File: src/rtl/uart_tx_arbiter_pkg.sv
// Shared constants for the UART TX arbiter: FSM encodings, grant index width and byte width.
package uart_tx_arbiter_pkg;

  localparam int unsigned GRANT_W = 3;
  localparam int unsigned BYTE_W  = 8;

  localparam logic [0:0] ST_IDLE = 1'b0;
  localparam logic [0:0] ST_XFER = 1'b1;

endpackage

File: src/rtl/rr_priority_pick.sv
// Round-robin pick: rotate the request vector so rr_ptr is bit 0, priority-encode, then unrotate.
module rr_priority_pick
  import uart_tx_arbiter_pkg::*;
#(
  parameter int unsigned N_REQ = 4
) (
  input  logic [N_REQ-1:0]   req,
  input  logic [GRANT_W-1:0] rr_ptr,
  output logic [GRANT_W-1:0] idx,
  output logic               found
);

  logic [N_REQ-1:0]   rot;
  logic [GRANT_W-1:0] off;
  logic [GRANT_W:0]   sum;

  always_comb begin
    rot   = N_REQ'({req, req} >> rr_ptr);
    found = 1'b0;
    off   = '0;
    for (int unsigned i = 0; i < N_REQ; i++) begin
      if (!found && rot[i]) begin
        found = 1'b1;
        off   = GRANT_W'(i);
      end
    end
    // rr_ptr and off are both below N_REQ, so one conditional subtract wraps the sum
    sum = {1'b0, rr_ptr} + {1'b0, off};
    if (sum >= (GRANT_W + 1)'(N_REQ)) begin
      sum = sum - (GRANT_W + 1)'(N_REQ);
    end
    idx = sum[GRANT_W-1:0];
  end

endmodule

File: src/rtl/uart_tx_arbiter.sv
// Packet-granular round-robin arbiter sharing one byte-wide UART TX channel between N_REQ requesters,
// with a watchdog that reclaims the channel from an owner that stops sending mid-packet.
module uart_tx_arbiter
  import uart_tx_arbiter_pkg::*;
#(
  parameter int unsigned N_REQ       = 4,
  parameter int unsigned TIMEOUT_CYC = 1024,
  parameter int unsigned CNT_W       = 16
) (
  input  logic                    sys_clk,
  input  logic                    reset,
  input  logic [N_REQ-1:0]        req_valid,
  input  logic [BYTE_W*N_REQ-1:0] req_data,
  input  logic [N_REQ-1:0]        req_last,
  output logic [N_REQ-1:0]        req_ready,
  output logic                    tx_valid,
  output logic [BYTE_W-1:0]       tx_data,
  input  logic                    tx_ready,
  output logic [GRANT_W-1:0]      grant_id,
  output logic                    busy,
  output logic                    timeout_evt
);

  localparam logic             WDOG_EN  = (TIMEOUT_CYC != 0);
  localparam logic [CNT_W-1:0] CNT_LAST = CNT_W'((TIMEOUT_CYC == 0) ? 0 : TIMEOUT_CYC - 1);
  localparam logic [GRANT_W-1:0] LAST_IDX = GRANT_W'(N_REQ - 1);

  logic [0:0]         state_q, state_d;
  logic [GRANT_W-1:0] grant_q, grant_d;
  logic [GRANT_W-1:0] rr_ptr_q, rr_ptr_d;
  logic [CNT_W-1:0]   cnt_q, cnt_d;
  logic               busy_q, busy_d;
  logic               evt_q, evt_d;

  logic               own_valid;
  logic               own_last;
  logic [BYTE_W-1:0]  own_data;
  logic               in_xfer;
  logic               beat;
  logic [GRANT_W-1:0] next_ptr;
  logic [GRANT_W-1:0] pick_idx;
  logic               pick_found;

  rr_priority_pick #(
    .N_REQ (N_REQ)
  ) u_pick (
    .req    (req_valid),
    .rr_ptr (rr_ptr_q),
    .idx    (pick_idx),
    .found  (pick_found)
  );

  // Select the current owner's request lane.
  always_comb begin
    own_valid = 1'b0;
    own_last  = 1'b0;
    own_data  = '0;
    for (int unsigned i = 0; i < N_REQ; i++) begin
      if (grant_q == GRANT_W'(i)) begin
        own_valid = req_valid[i];
        own_last  = req_last[i];
        own_data  = req_data[i*BYTE_W +: BYTE_W];
      end
    end
  end

  assign in_xfer   = (state_q == ST_XFER);
  assign beat      = in_xfer && own_valid && tx_ready;
  assign next_ptr  = (grant_q == LAST_IDX) ? '0 : grant_q + GRANT_W'(1);

  // Zero-latency pass-through from the owner; nothing leaks out while idle.
  assign tx_valid  = in_xfer && own_valid;
  assign tx_data   = in_xfer ? own_data : '0;
  assign req_ready = (in_xfer && tx_ready) ? (N_REQ'(1) << grant_q) : '0;

  assign grant_id    = grant_q;
  assign busy        = busy_q;
  assign timeout_evt = evt_q;

  // Next-state: grant at packet boundaries, release on last beat or watchdog expiry.
  always_comb begin
    state_d  = state_q;
    grant_d  = grant_q;
    rr_ptr_d = rr_ptr_q;
    cnt_d    = cnt_q;
    evt_d    = 1'b0;
    case (state_q)
      ST_IDLE: begin
        if (pick_found) begin
          state_d = ST_XFER;
          grant_d = pick_idx;
          cnt_d   = '0;
        end
      end
      ST_XFER: begin
        if (beat) begin
          cnt_d = '0;
          if (own_last) begin
            state_d  = ST_IDLE;
            rr_ptr_d = next_ptr;
          end
        end else if (WDOG_EN && !own_valid) begin
          // Only owner silence counts; back-pressure with valid held never does.
          if (cnt_q == CNT_LAST) begin
            evt_d    = 1'b1;
            state_d  = ST_IDLE;
            rr_ptr_d = next_ptr;
            cnt_d    = '0;
          end else begin
            cnt_d = cnt_q + CNT_W'(1);
          end
        end
      end
      default: state_d = ST_IDLE;
    endcase
    busy_d = (state_d == ST_XFER);
  end

  always_ff @(posedge sys_clk) begin
    if (reset) begin
      state_q  <= ST_IDLE;
      grant_q  <= '0;
      rr_ptr_q <= '0;
      cnt_q    <= '0;
      busy_q   <= 1'b0;
      evt_q    <= 1'b0;
    end else begin
      state_q  <= state_d;
      grant_q  <= grant_d;
      rr_ptr_q <= rr_ptr_d;
      cnt_q    <= cnt_d;
      busy_q   <= busy_d;
      evt_q    <= evt_d;
    end
  end

endmodule

File: config.mk
export PLATFORM = sky130hd
export DESIGN_NAME = uart_tx_arbiter
export DESIGN_NICKNAME = d
export VERILOG_FILES = /design/src/rtl/uart_tx_arbiter_pkg.sv /design/src/rtl/rr_priority_pick.sv /design/src/rtl/uart_tx_arbiter.sv
export SDC_FILE = /design/constraint.sdc
export NUM_CORES = 1
export LEC_CHECK = 0
export ABC_AREA = 1
export ABC_CLOCK_PERIOD_IN_PS = 2500
export CAP_MARGIN = 0
export CORE_MARGIN = 2
export CORE_UTILIZATION = 50
export DETAILED_ROUTE_END_ITERATION = 8
export PLACE_DENSITY_LB_ADDON = 0.3
export SLEW_MARGIN = 0
export SYNTH_ARGS = -nofsm -noshare
export SYNTH_HDL_FRONTEND = slang
export SYNTH_SLANG_ARGS = --single-unit
File: constraint.sdc
create_clock -name sys_clk -period 2.5 [get_ports sys_clk]
set_input_delay 0.375 -clock sys_clk [delete_from_list [all_inputs] [get_ports sys_clk]]
set_output_delay 0.375 -clock sys_clk [all_outputs]
set_load 0.01 [all_outputs]
==> impl_metrics.toml <==
[sta]
finalSetupTns_ns = 0
drv_slew = 0
period_share_pct = 96.0
final_hold_viol_count = 0
slew_headroom_pct = 65.4
rsz0062_at_grt = "false"
setup_viol = 0
fmax_mhz = 417
skew_ns = 0.00293
worstMarginPinSlew_ns = 0.515
period_needed_ns = 2.40

[worst_hold_path]
whs_path_depth = 2
holdPathEnd = "rr_ptr_q[2]"
hp-start = "rr_ptr_q[2]"
hold_path_class = "flip-flop to flip-flop"

[yosys]
synth_fa_ha_area_share_pct = 4.64
synth_cell_type_count = 35
netlist_area_mm2 = 0.00232
syn_area_per_cell_um2 = 5.96
synth-compound-area-share_pct = 11.8
syn_inst = 389
synthesis.nets = 440
yosys_warnings = 0
yosys.area_share.simple_pct = 49.7
synth_top_family_by_area = "simple AND/OR/NAND/NOR gates"
ys_seq_elements = 24
synthMuxAreaShare_pct = 0
synth-xor-area-share_pct = 1.89
ys_seq_area_share_pct = 20.7

[critical_path]
cp_slowest_cell = "clkdlybuf4s50_1"
cp_common_cell = "inv_1"
crit_fanout = 4
crit_required_ns = 2.12
worst-path-stages = 9
crit_buf_inv = 3
r2r-end = "grant_id[1]"
r2r-start = "rr_ptr_q[0]"
cp_cell_sequence = "inv_1, ha_1, inv_1, nor2_8, nand2_1, nand3_2, nand2_2, a21oi_1, clkdlybuf4s50_1"
path_class = "flip-flop to output port"
slowest_delay_ns = 0.55
start_kind = "flip-flop"
end_kind = "output port"
worst_ep_arrival_time_ns = 2.02
ff2ff_path_depth = 10
rrSetupSlack_ns = 0.42
path_delay_family = "buffers and inverters"

[die]
io-pin-count = 61
rows = 24
dieHeight_um = 72.1
die_width_um = 72.1
coreArea_mm2 = 0.00441
die_area_mm2 = 0.00519
initial_core_util_pct = 52.5

[run_status]
status = "finished, final reports clean"

[cts]
numCtsBuffers = 3
cts_buffer_depth = 2
cts_tree = "yes"
insertion_delay_ns = 0.28
clk_pin_slew_worst_paths_ns = 0.09
htreeDepth = 1
root_buffer = "clkbuf_8"
clkSinkCount = 24
cts_hold_buf = 0

[layout]
layout_commonest_cell = "nand2_1"
final_cell_mix = "nand2_1 (122), clkdlybuf4s50_1 (52), nor2_1 (47)"
areaGrowthSynthToFinish_pct = 31.4
nets = 501
fillers = 405
drive_gt1_share_pct = 11.1
final_util_pct = 69.0
antenna_cells = 0

[drt]
antenna_left = 0
wl_per_cell_um = 13.0
wl_um = 6510
vias = 2634
dr.pass1.iters = 4
viasPerCell = 5.26
drc_errors = 0
drt_iter0_drc = 148

[grt]
overflow = 0
grt_pass1_wl_um = 10800
antenna_found_initial = 0
grt_max_degree = 22
grt_usage_pct = 25.6
grt_pass1_vias = 2438

[placement]
port-buffer-count = 60
place_hpwl_um = 4900
finalWeightedCongestion = 0.910

[run]
cap_violations = 0

[pwr]
powerDensity_mw_per_mm2 = 416
worst_ir_drop_vdd_mv = 0.324
p_leak_nw = 1.37
[where the power goes]
| part | internal (mW) | switching [mW] | total, mW | leakage (nW) |
|---|---|---|---|---|
| Combinational | 0.221 | 0.272 | 0.493 | 1.14 |
| Clock | 0.215 | 0.140 | 0.355 | 0.0357 |
| Sequential | 0.399 | 0.0218 | 0.421 | 0.195 |
| Total | 0.834 | 0.434 | 1.27 | 1.37 |
[synth_stat cells, drive strengths merged]
cell | instances | area, um2
o21bai | 2 | 15.0
a21oi | 22 | 144
nand3b | 1 | 7.51
ha | 7 | 87.6
inv | 46 | 178
xnor2 | 2 | 17.5
o21a | 1 | 7.51
buf | 7 | 58.8
clkbuf | 6 | 23.8
dfxtp | 24 | 480
o21ai | 20 | 100
nor4 | 1 | 6.26
nand3 | 44 | 255
and3 | 1 | 6.26
nand2 | 130 | 523
a21boi | 1 | 7.51
xor2 | 3 | 26.3
nand4 | 7 | 43.8
nor2 | 55 | 269
nor3 | 8 | 40.0
fa | 1 | 20.0
[worst max path at each step]
| stage | from | to | slack (ns) |
|---|---|---|---|
| 2_1_floorplan | rr_ptr_q[1] | grant_id[1] | 0.53 |
| 4_1_cts | grant_id[0] | tx_valid | 0.06 |
| 3_5_place_dp | req_valid[0] | grant_id[1] | 0.04 |
| 5_1_grt | grant_id[1] | tx_data[5] | 0.01 |
| 6_report | grant_id[1] | tx_valid | 0.10 |
| 3_3_place_gp | req_valid[0] | grant_id[1] | 0.12 |
[state kept, by name, summed over array words and instances, names as in the netlist]
signal	count
grant_id	3
cnt_q	16
rr_ptr_q	3
busy	1
timeout_evt	1
[area by class of cell]
type	count	area [um2]	share of cell area, %
clock buffers	3	41.3	1.36
multi-input cells	307	1600	52.4
inverters	46	180	5.92
clock inverters	1	30.0	0.986
well taps	52	65.1	2.14
flip-flops and latches	24	482	15.8
repair buffers	68	652	21.4
[what timing repair did]
action	in CTS	in global routing
setup buffers	1	2
gates cloned	1	0
resized for setup	11	4
setup endpoints to repair	8	3
pin swaps	1	1
[routing by layer]
metal | global-route usage (%) | part of all wire [%] | wire length (um) | up-vias
met4 | 5.87 | 1.1 | 74 | 0
met5 | 0 | 0 | 0 | -
li1 | - | - | - | 1361
met3 | 4.58 | 6.4 | 416 | 10
met2 | 46.7 | 49 | 3180 | 78
met1 | 31.0 | 44 | 2840 | 1185
[metrics by stage]
step           std cells  hold slack (ns)  setup WS (ns)  total power [mW]  area, um2
2_1_floorplan        389            0.469          0.528             0.727       2320
3_3_place_gp         493            0.503          0.125             0.901       2940
3_5_place_dp         493            0.509         0.0362             0.911       2940
4_1_cts              499            0.525         0.0631              1.26       3020
5_1_grt              501            0.551         0.0126              1.33       3050
6_report             501            0.520          0.101              1.27       3050
[cell families after synthesis]
kind of cell / after synthesis
and+or+nand+nor: 247
buffers and inverters: 59
AOI/OAI and AO/OA: 46
DFF: 24
adders and majority gates: 8
xor gates and xnor gates: 5
[worst min-delay path, delay by kind of cell, from the launching register on]
kind	cells	cell delay, ns
DFF	1	0.35
and+or+nand+nor	2	0.13
No activity file was read; power rests on OpenSTA's default activity.
